**src/rtl/bist_pkg.sv**
```systemverilog
// Shared types and step functions for the STUMPS logic-BIST controller.
// Functions work on a wide word so one copy serves every PRPG/MISR width.
package bist_pkg;

  typedef enum logic [2:0] {
    ST_IDLE,
    ST_SHIFT,
    ST_CAPTURE,
    ST_UNLOAD,
    ST_COMPARE,
    ST_DONE
  } state_e;

  localparam int MAX_W = 64;
  typedef logic [MAX_W-1:0] word_t;

  localparam logic [15:0] DEF_PRPG_POLY = 16'hB400;
  localparam logic [15:0] DEF_PRPG_SEED = 16'h0001;
  localparam logic [15:0] DEF_MISR_POLY = 16'hB400;

  // Right-shifting Galois LFSR step.
  function automatic word_t lfsr_next(word_t s, word_t poly);
    return (s >> 1) ^ (s[0] ? poly : '0);
  endfunction

  // Left-shifting MISR step of width w, folding in one parallel data word.
  function automatic word_t misr_next(word_t m, word_t poly, word_t data, int w);
    word_t mask;
    word_t fb;
    mask = (w >= MAX_W) ? '1 : ((word_t'(1) << w) - word_t'(1));
    fb   = (((m >> (w - 1)) & word_t'(1)) != '0) ? poly : '0;
    return ((m << 1) ^ fb ^ data) & mask;
  endfunction

  // Each chain XORs two LFSR taps spaced apart so neighbouring chains do not
  // receive shifted copies of the same stream.
  function automatic word_t phase_shift(word_t s, int w, int n);
    word_t r;
    word_t a;
    word_t b;
    r = '0;
    for (int i = 0; i < MAX_W; i++) begin
      a = s >> (i % w);
      b = s >> ((3 * i + 5) % w);
      if (i < n) r = r | (word_t'(a[0] ^ b[0]) << i);
    end
    return r;
  endfunction

endpackage

```
**src/rtl/bist_stumps_controller_if.sv**
```systemverilog
// Scan-side and wrapper-side signals of the STUMPS controller.
interface bist_stumps_controller_if #(
  parameter int NUM_CHAINS = 4,
  parameter int MISR_W     = 16
);
  logic                  bistmode;
  logic [NUM_CHAINS-1:0] cut_sdo;
  logic                  cut_scanmode;
  logic [NUM_CHAINS-1:0] cut_sdi;
  logic [MISR_W-1:0]     signature;
  logic                  bistdone;
  logic                  bistpass;

  modport master (
    input  bistmode, cut_sdo,
    output cut_scanmode, cut_sdi, signature, bistdone, bistpass
  );

  modport slave (
    output bistmode, cut_sdo,
    input  cut_scanmode, cut_sdi, signature, bistdone, bistpass
  );
endinterface

```
**src/rtl/bist_prpg.sv**
```systemverilog
// Seeded PRPG with phase shifter; sdi_next_o is the chain data for the state
// the LFSR takes at the coming edge, so the parent can register it in step.
module bist_prpg
  import bist_pkg::*;
#(
  parameter int                NUM_CHAINS = 4,
  parameter int                PRPG_W     = 16,
  parameter logic [PRPG_W-1:0] PRPG_POLY  = PRPG_W'(DEF_PRPG_POLY),
  parameter logic [PRPG_W-1:0] PRPG_SEED  = PRPG_W'(DEF_PRPG_SEED)
) (
  input  logic                  clk,
  input  logic                  rst,
  input  logic                  en_i,
  input  logic                  load_seed_i,
  output logic [NUM_CHAINS-1:0] sdi_next_o
);

  logic [PRPG_W-1:0] lfsr_q;
  logic [PRPG_W-1:0] lfsr_d;

  always_comb begin
    // NOTE: default first so every path assigns lfsr_d and no latch is inferred.
    lfsr_d = lfsr_q;
    if (load_seed_i) lfsr_d = PRPG_SEED;
    else if (en_i)   lfsr_d = PRPG_W'(lfsr_next(word_t'(lfsr_q), word_t'(PRPG_POLY)));
  end

  always_ff @(posedge clk) begin
    // NOTE: non-blocking so every register samples pre-edge values.
    if (rst) lfsr_q <= PRPG_SEED;
    else     lfsr_q <= lfsr_d;
  end

  assign sdi_next_o = NUM_CHAINS'(phase_shift(word_t'(lfsr_d), PRPG_W, NUM_CHAINS));

endmodule

```
**src/rtl/bist_stumps_controller.sv**
```systemverilog
// Multi-chain STUMPS logic-BIST controller: PRPG-fed chains, MISR compaction
// (first unload masked), pattern counting and golden-signature compare.
module bist_stumps_controller
  import bist_pkg::*;
#(
  parameter int                NUM_CHAINS   = 4,
  parameter int                CHAIN_LEN    = 263,
  parameter int                NUM_PATTERNS = 2000,
  parameter int                CAPTURE_CYC  = 1,
  parameter int                PRPG_W       = 16,
  parameter logic [PRPG_W-1:0] PRPG_POLY    = PRPG_W'(DEF_PRPG_POLY),
  parameter logic [PRPG_W-1:0] PRPG_SEED    = PRPG_W'(DEF_PRPG_SEED),
  parameter int                MISR_W       = 16,
  parameter logic [MISR_W-1:0] MISR_POLY    = MISR_W'(DEF_MISR_POLY),
  parameter logic [MISR_W-1:0] GOLDEN_SIG   = '0
) (
  input logic                        clk,
  input logic                        rst,
  bist_stumps_controller_if.master   bist_if
);

  if (NUM_CHAINS < 1 || NUM_CHAINS > MISR_W || CHAIN_LEN < 2 || NUM_PATTERNS < 1 ||
      CAPTURE_CYC < 1 || PRPG_W > MAX_W || MISR_W > MAX_W || PRPG_SEED == '0) begin : g_param_check
    $error("bist_stumps_controller: parameter out of range");
  end

  localparam int CNT_MAX = (CHAIN_LEN > CAPTURE_CYC) ? CHAIN_LEN : CAPTURE_CYC;
  localparam int BIT_W   = $clog2(CNT_MAX);
  localparam int PAT_W   = $clog2(NUM_PATTERNS + 1);
  localparam logic [BIT_W-1:0] LAST_BIT  = BIT_W'(CHAIN_LEN - 1);
  localparam logic [BIT_W-1:0] LAST_CAP  = BIT_W'(CAPTURE_CYC - 1);
  localparam logic [PAT_W-1:0] PAT_TOTAL = PAT_W'(NUM_PATTERNS);

  state_e                state_q;
  logic                  bistmode_q;
  logic                  seen_low_q;
  logic [BIT_W-1:0]      bit_cnt_q;
  logic [PAT_W-1:0]      pat_cnt_q;
  logic [PAT_W-1:0]      pat_cnt_d;
  logic [MISR_W-1:0]     misr_q;
  logic [MISR_W-1:0]     misr_d;
  logic                  scan_q;
  logic                  done_q;
  logic                  pass_q;
  logic [NUM_CHAINS-1:0] sdi_q;
  logic [NUM_CHAINS-1:0] sdi_next;
  logic                  start;
  logic                  abort;
  logic                  prpg_en;

  // seen_low_q stops a bistmode held high through reset from looking like a fresh edge.
  assign start     = (state_q == ST_IDLE) && bist_if.bistmode && !bistmode_q && seen_low_q;
  assign abort     = (state_q != ST_IDLE) && !bist_if.bistmode;
  assign prpg_en   = (state_q == ST_SHIFT) || (state_q == ST_UNLOAD);
  assign pat_cnt_d = pat_cnt_q + PAT_W'(1);
  assign misr_d    = MISR_W'(misr_next(word_t'(misr_q), word_t'(MISR_POLY),
                                       word_t'(bist_if.cut_sdo), MISR_W));

  bist_prpg #(
    .NUM_CHAINS (NUM_CHAINS),
    .PRPG_W     (PRPG_W),
    .PRPG_POLY  (PRPG_POLY),
    .PRPG_SEED  (PRPG_SEED)
  ) u_prpg (
    .clk         (clk),
    .rst         (rst),
    .en_i        (prpg_en),
    .load_seed_i (start),
    .sdi_next_o  (sdi_next)
  );

  always_ff @(posedge clk) begin
    if (rst) begin
      state_q    <= ST_IDLE;
      bistmode_q <= 1'b0;
      seen_low_q <= 1'b0;
      bit_cnt_q  <= '0;
      pat_cnt_q  <= '0;
      misr_q     <= '0;
      scan_q     <= 1'b0;
      sdi_q      <= '0;
      done_q     <= 1'b0;
      pass_q     <= 1'b0;
    end else begin
      bistmode_q <= bist_if.bistmode;
      if (!bist_if.bistmode) seen_low_q <= 1'b1;
      sdi_q <= sdi_next;
      if (abort) begin
        state_q   <= ST_IDLE;
        scan_q    <= 1'b0;
        sdi_q     <= '0;
        done_q    <= 1'b0;
        pass_q    <= 1'b0;
        bit_cnt_q <= '0;
      end else begin
        case (state_q)
          ST_IDLE: begin
            if (start) begin
              state_q   <= ST_SHIFT;
              scan_q    <= 1'b1;
              misr_q    <= '0;
              pat_cnt_q <= '0;
              bit_cnt_q <= '0;
            end else begin
              sdi_q <= '0;
            end
          end
          ST_SHIFT: begin
            // The first load's unload carries unknown CUT state, so it is not compacted.
            if (pat_cnt_q != '0) misr_q <= misr_d;
            if (bit_cnt_q == LAST_BIT) begin
              state_q   <= ST_CAPTURE;
              scan_q    <= 1'b0;
              bit_cnt_q <= '0;
            end else begin
              bit_cnt_q <= bit_cnt_q + BIT_W'(1);
            end
          end
          ST_CAPTURE: begin
            if (bit_cnt_q == LAST_CAP) begin
              bit_cnt_q <= '0;
              pat_cnt_q <= pat_cnt_d;
              scan_q    <= 1'b1;
              state_q   <= (pat_cnt_d == PAT_TOTAL) ? ST_UNLOAD : ST_SHIFT;
            end else begin
              bit_cnt_q <= bit_cnt_q + BIT_W'(1);
            end
          end
          ST_UNLOAD: begin
            misr_q <= misr_d;
            if (bit_cnt_q == LAST_BIT) begin
              state_q   <= ST_COMPARE;
              scan_q    <= 1'b0;
              bit_cnt_q <= '0;
            end else begin
              bit_cnt_q <= bit_cnt_q + BIT_W'(1);
            end
          end
          ST_COMPARE: begin
            pass_q  <= (misr_q == GOLDEN_SIG);
            done_q  <= 1'b1;
            state_q <= ST_DONE;
          end
          ST_DONE: begin
            state_q <= ST_DONE;
          end
          default: state_q <= ST_IDLE;
        endcase
      end
    end
  end

  assign bist_if.cut_scanmode = scan_q;
  assign bist_if.cut_sdi      = sdi_q;
  assign bist_if.signature    = misr_q;
  assign bist_if.bistdone     = done_q;
  assign bist_if.bistpass     = pass_q;

endmodule

```
**src/flat_wrapper.sv**
```systemverilog
// flat-port wrapper written by rule: the top's interface ports become plain ports
module bist_stumps_controller_flat import bist_pkg::*;
#(
  parameter int                NUM_CHAINS   = 4,
  parameter int                CHAIN_LEN    = 263,
  parameter int                NUM_PATTERNS = 2000,
  parameter int                CAPTURE_CYC  = 1,
  parameter int                PRPG_W       = 16,
  parameter logic [PRPG_W-1:0] PRPG_POLY    = PRPG_W'(DEF_PRPG_POLY),
  parameter logic [PRPG_W-1:0] PRPG_SEED    = PRPG_W'(DEF_PRPG_SEED),
  parameter int                MISR_W       = 16,
  parameter logic [MISR_W-1:0] MISR_POLY    = MISR_W'(DEF_MISR_POLY),
  parameter logic [MISR_W-1:0] GOLDEN_SIG   = '0
)
  (clk, rst, bist_if_bistmode, bist_if_cut_sdo, bist_if_cut_scanmode, bist_if_cut_sdi, bist_if_signature, bist_if_bistdone, bist_if_bistpass);
  bist_stumps_controller_if #(.NUM_CHAINS(NUM_CHAINS), .MISR_W(MISR_W)) bist_if_i ();
  input logic clk;
  input logic rst;
  input wire logic [$bits(bist_if_i.bistmode)-1:0] bist_if_bistmode;
  input wire logic [$bits(bist_if_i.cut_sdo)-1:0] bist_if_cut_sdo;
  output wire logic [$bits(bist_if_i.cut_scanmode)-1:0] bist_if_cut_scanmode;
  output wire logic [$bits(bist_if_i.cut_sdi)-1:0] bist_if_cut_sdi;
  output wire logic [$bits(bist_if_i.signature)-1:0] bist_if_signature;
  output wire logic [$bits(bist_if_i.bistdone)-1:0] bist_if_bistdone;
  output wire logic [$bits(bist_if_i.bistpass)-1:0] bist_if_bistpass;
  assign bist_if_i.bistmode = bist_if_bistmode;
  assign bist_if_i.cut_sdo = bist_if_cut_sdo;
  assign bist_if_cut_scanmode = bist_if_i.cut_scanmode;
  assign bist_if_cut_sdi = bist_if_i.cut_sdi;
  assign bist_if_signature = bist_if_i.signature;
  assign bist_if_bistdone = bist_if_i.bistdone;
  assign bist_if_bistpass = bist_if_i.bistpass;
  bist_stumps_controller #(.NUM_CHAINS(NUM_CHAINS), .CHAIN_LEN(CHAIN_LEN), .NUM_PATTERNS(NUM_PATTERNS), .CAPTURE_CYC(CAPTURE_CYC), .PRPG_W(PRPG_W), .PRPG_POLY(PRPG_POLY), .PRPG_SEED(PRPG_SEED), .MISR_W(MISR_W), .MISR_POLY(MISR_POLY), .GOLDEN_SIG(GOLDEN_SIG)) u_core (.clk(clk), .rst(rst), .bist_if(bist_if_i));
endmodule
```
**config.mk**
```make
export PLATFORM = sky130hd
export DESIGN_NAME = bist_stumps_controller_flat
export DESIGN_NICKNAME = d
export VERILOG_FILES = /design/src/rtl/bist_pkg.sv /design/src/rtl/bist_stumps_controller_if.sv /design/src/rtl/bist_prpg.sv /design/src/rtl/bist_stumps_controller.sv /design/src/flat_wrapper.sv
export SDC_FILE = /design/constraint.sdc
export NUM_CORES = 1
export LEC_CHECK = 0
export CAP_MARGIN = 20
export CORE_MARGIN = 3
export CORE_UTILIZATION = 43
export DETAILED_ROUTE_END_ITERATION = 16
export GPL_ROUTABILITY_DRIVEN = 0
export HOLD_SLACK_MARGIN = 0.1
export RECOVER_POWER = 50
export SYNTH_ARGS = -nofsm -noshare
export SYNTH_HDL_FRONTEND = slang
export SYNTH_SLANG_ARGS = --single-unit
```
**constraint.sdc**
```tcl
create_clock -name clk -period 6.91 [get_ports clk]
set_clock_uncertainty 0.15 [all_clocks]
set_input_delay 1.382 -clock clk [delete_from_list [all_inputs] [get_ports clk]]
set_output_delay 1.382 -clock clk [all_outputs]
set_load 0.1 [all_outputs]
```
==> impl_metrics.env <==
export IMPL_cts_tree="done"
export IMPL_clk_pin_slew_ns=0.08
export IMPL_grtUsageMet1=0.227
export IMPL_dp_cells=469
export IMPL_start_util=0.446
export IMPL_cts_sinks=64
export IMPL_instances_no_fill=485
export IMPL_antenna_found_initial=0
export IMPL_critical_path_startpoint_type="input port"
export IMPL_hold_buffers=0
export IMPL_use_met2=0.259
export IMPL_yosysSeqAreaShare=0.420
export IMPL_worstHoldPathType="reg -> reg"
export IMPL_postSynthAreaPerCell_um2=8.40
export IMPL_viasPerCell=5.40
export IMPL_max_freq_mhz=258
export IMPL_power_per_cell_area_mw_per_mm2=207
export IMPL_root_buffer="clkbuf_8"
export IMPL_dr_first_iter_drc_count=123
export IMPL_fp_row_count=30
export IMPL_synthesis_nets=377
export IMPL_dieWidth_um=90.2
export IMPL_async_flop_share=0
export IMPL_synth_area_leader_cell="dfxtp_1"
export IMPL_numCtsBuffers=9
export IMPL_place_hpwl_um=4680
export IMPL_grt_util_met3=0.0519
export IMPL_gr_total_overflow=0
export IMPL_regToRegEndpoint="u_core.pat_cnt_q[6]"
export IMPL_cp_cell_sequence="dlygate4sd3_1 > nand2b_1 > inv_1 > a21oi_1 > or4_1 > nor4_1 > a31o_1"
export IMPL_grt_pass1_wl_um=11500
export IMPL_area_growth_pct=17.5
export IMPL_reg2regPathDepth=5
export IMPL_drc=0
export IMPL_top_usage_layer="met2"
export IMPL_critical_path_peak_fanout=16
export IMPL_grt_usage=0.169
export IMPL_critPathMaxStageDelay_ns=0.96
export IMPL_hold_depth=2
export IMPL_tightest_slew_ns=1.03
export IMPL_worstSkewPairLatency_ns=0.33
export IMPL_period_share=0.561
export IMPL_p_leak_uw=0.00132
export IMPL_r2r_start="u_core.state_q[1]"
export IMPL_drive_gt1_frac=0.0694
export IMPL_post_cts_resized=0
export IMPL_ys_ff_latch=64
export IMPL_hold_start="u_core.u_prpg.lfsr_q[7]"
export IMPL_wl_per_cell_um=14.1
export IMPL_path_delay_family="buffers and inverters"
export IMPL_finalCriticalPeriod_ns=3.88
export IMPL_critical_path_class="in -> reg"
export IMPL_ys_flop_type="dfxtp_1"
export IMPL_dieArea_mm2=0.00814
export IMPL_crit_slowest_cell="dlygate4sd3_1"
export IMPL_vdd_drop_max_uv=140
export IMPL_worst_setup_path_end_kind="flop"
export IMPL_r2r_slack_ns=4.27
export IMPL_final_hold_viol_count=0
export IMPL_synth_area_top_cells="dfxtp_1, nand2_1, a21oi_1"
export IMPL_num_antenna_cells=0
export IMPL_synth_edf_count=0
export IMPL_final_antenna_net_count=0
export IMPL_grt_setup_unrepaired="false"
export IMPL_fin_ws_ns=3.03
export IMPL_dr_pass1_iters=5
export IMPL_cp_required_ns=6.99
export IMPL_slew_viol_final=0
export IMPL_clockBufferDepth=2
export IMPL_setup_violations=0
export IMPL_io_pins=30
export IMPL_grt_max_degree=24
export IMPL_holdWs_ns=0.307
export IMPL_status="finished clean"
export IMPL_fin_setup_tns_ns=0
export IMPL_yosys_cell_types_count=50
export IMPL_htreeDepth=3
export IMPL_syn_inst=363
export IMPL_drv_cap=0
export IMPL_finish_net_count=398
export IMPL_hold_end="u_core.u_prpg.lfsr_q[6]"
export IMPL_relSlewSlack=0.311
export IMPL_post_cts_buffers=0
export IMPL_crit_arrival_ns=3.96
export IMPL_place_ws_ns=2.77
export IMPL_yosys_warnings=0
export IMPL_wl_um=6850
export IMPL_numPortBuffers=29
export IMPL_synth_top_area_frac=0.420
export IMPL_num_vias=2617
export IMPL_critPathBufInv=2
export IMPL_grt_pass1_vias=2407
export IMPL_synth_cell_area_mm2=0.00305
export IMPL_die_h_um=90.2
export IMPL_core_mm2=0.00683
Yosys cell counts (7+ instances only):
| library cell | count |
|---|---|
| ha_1 | 7 |
| a21oi_1 | 29 |
| xnor2_1 | 11 |
| inv_1 | 12 |
| nand3_1 | 13 |
| clkbuf_1 | 17 |
| a211oi_1 | 9 |
| xor2_1 | 12 |
| dfxtp_1 | 64 |
| nor2_1 | 22 |
| a22o_1 | 16 |
| nor3_1 | 12 |
| o21ai_0 | 13 |
| nand2_1 | 53 |
final cells by class:
type                       instances  area (um^2)
fill                             665         3250
sequential                        64         1280
tap                               96          120
multi-input combinational        265         1630
clock buffer                       9          124
clock inverter                     7         72.6
inverter                          13         48.8
timing repair buffer              31          302
per-layer routing:
metal	routed length (um)	vias up	share of wire
met4	46	0	0.0067
met1	3310	1237	0.48
li1	-	1330	-
met3	279	4	0.041
met2	3210	46	0.47
met5	0	-	0
power by group:
part           internal [uW]  switching (uW)  total (uW)  leakage [uW]
registers                373            4.11         377      0.000517
logic                   16.1            34.2        50.3      0.000708
clock network            166             149         315     0.0000952
total                    555             187         742       0.00132
kinds of logic (layout without fill, tap and decap cells):
group,count (synthesis),count (layout),synth area share
xor gates and xnor gates,23,23,0.0661
AOI/OAI and AO/OA,90,90,0.201
DFF,64,64,0.420
and+or+nand+nor,144,144,0.237
buffers and inverters,34,60,0.0439
adders and majority gates,7,7,0.0287
muxes,1,1,0.00369
flip-flops by register name, indices dropped and copies added (netlist names):
name / count
u_core.state_q: 3
u_core.u_prpg.lfsr_q: 16
u_core.bist_if.cut_scanmode: 1
u_core.bist_if.bistdone: 1
u_core.bist_if.cut_sdi: 4
u_core.seen_low_q: 1
u_core.bit_cnt_q: 9
u_core.bist_if.signature: 16
u_core.pat_cnt_q: 11
u_core.bistmode_q: 1
u_core.bist_if.bistpass: 1
placed cells by master (no fill, tap or decap), types with 11 or more instances in the layout:
cell	n
xnor2_1	11
a21oi_1	29
clkdlybuf4s50_1	18
nor3_1	12
a22o_1	16
nand3_1	13
inv_1	13
dfxtp_1	64
dlygate4sd3_1	11
o21ai_0	14
nor2_1	22
nand2_1	53
xor2_1	12
worst max-delay path by stage:
stage | from | end | slack (ns) | cells past startpoint
2_1_floorplan | bist_if_bistmode | u_core.pat_cnt_q[6] | 3.94 | 5
4_1_cts | rst | u_core.state_q[1] | 3.11 | 7
3_3_place_gp | rst | u_core.state_q[1] | 2.82 | 7
3_5_place_dp | rst | u_core.state_q[1] | 2.77 | 7
5_1_grt | rst | u_core.state_q[1] | 2.84 | 7
6_report | rst | u_core.state_q[1] | 3.03 | 7
per-stage QoR:
step	total power [uW]	cell area, um^2	util
2_1_floorplan	422	3050	-
3_5_place_dp	436	3390	0.496
6_report	742	3580	0.524
5_1_grt	769	3580	0.524
4_1_cts	753	3590	0.525
3_3_place_gp	435	3380	0.495
worst min-delay path: stages, from the launching register on:
cell and delay, ns:
dfxtp_1 0.31, nand2_1 0.05, a21oi_1 0.05
Power figures use the tool's default switching activity.
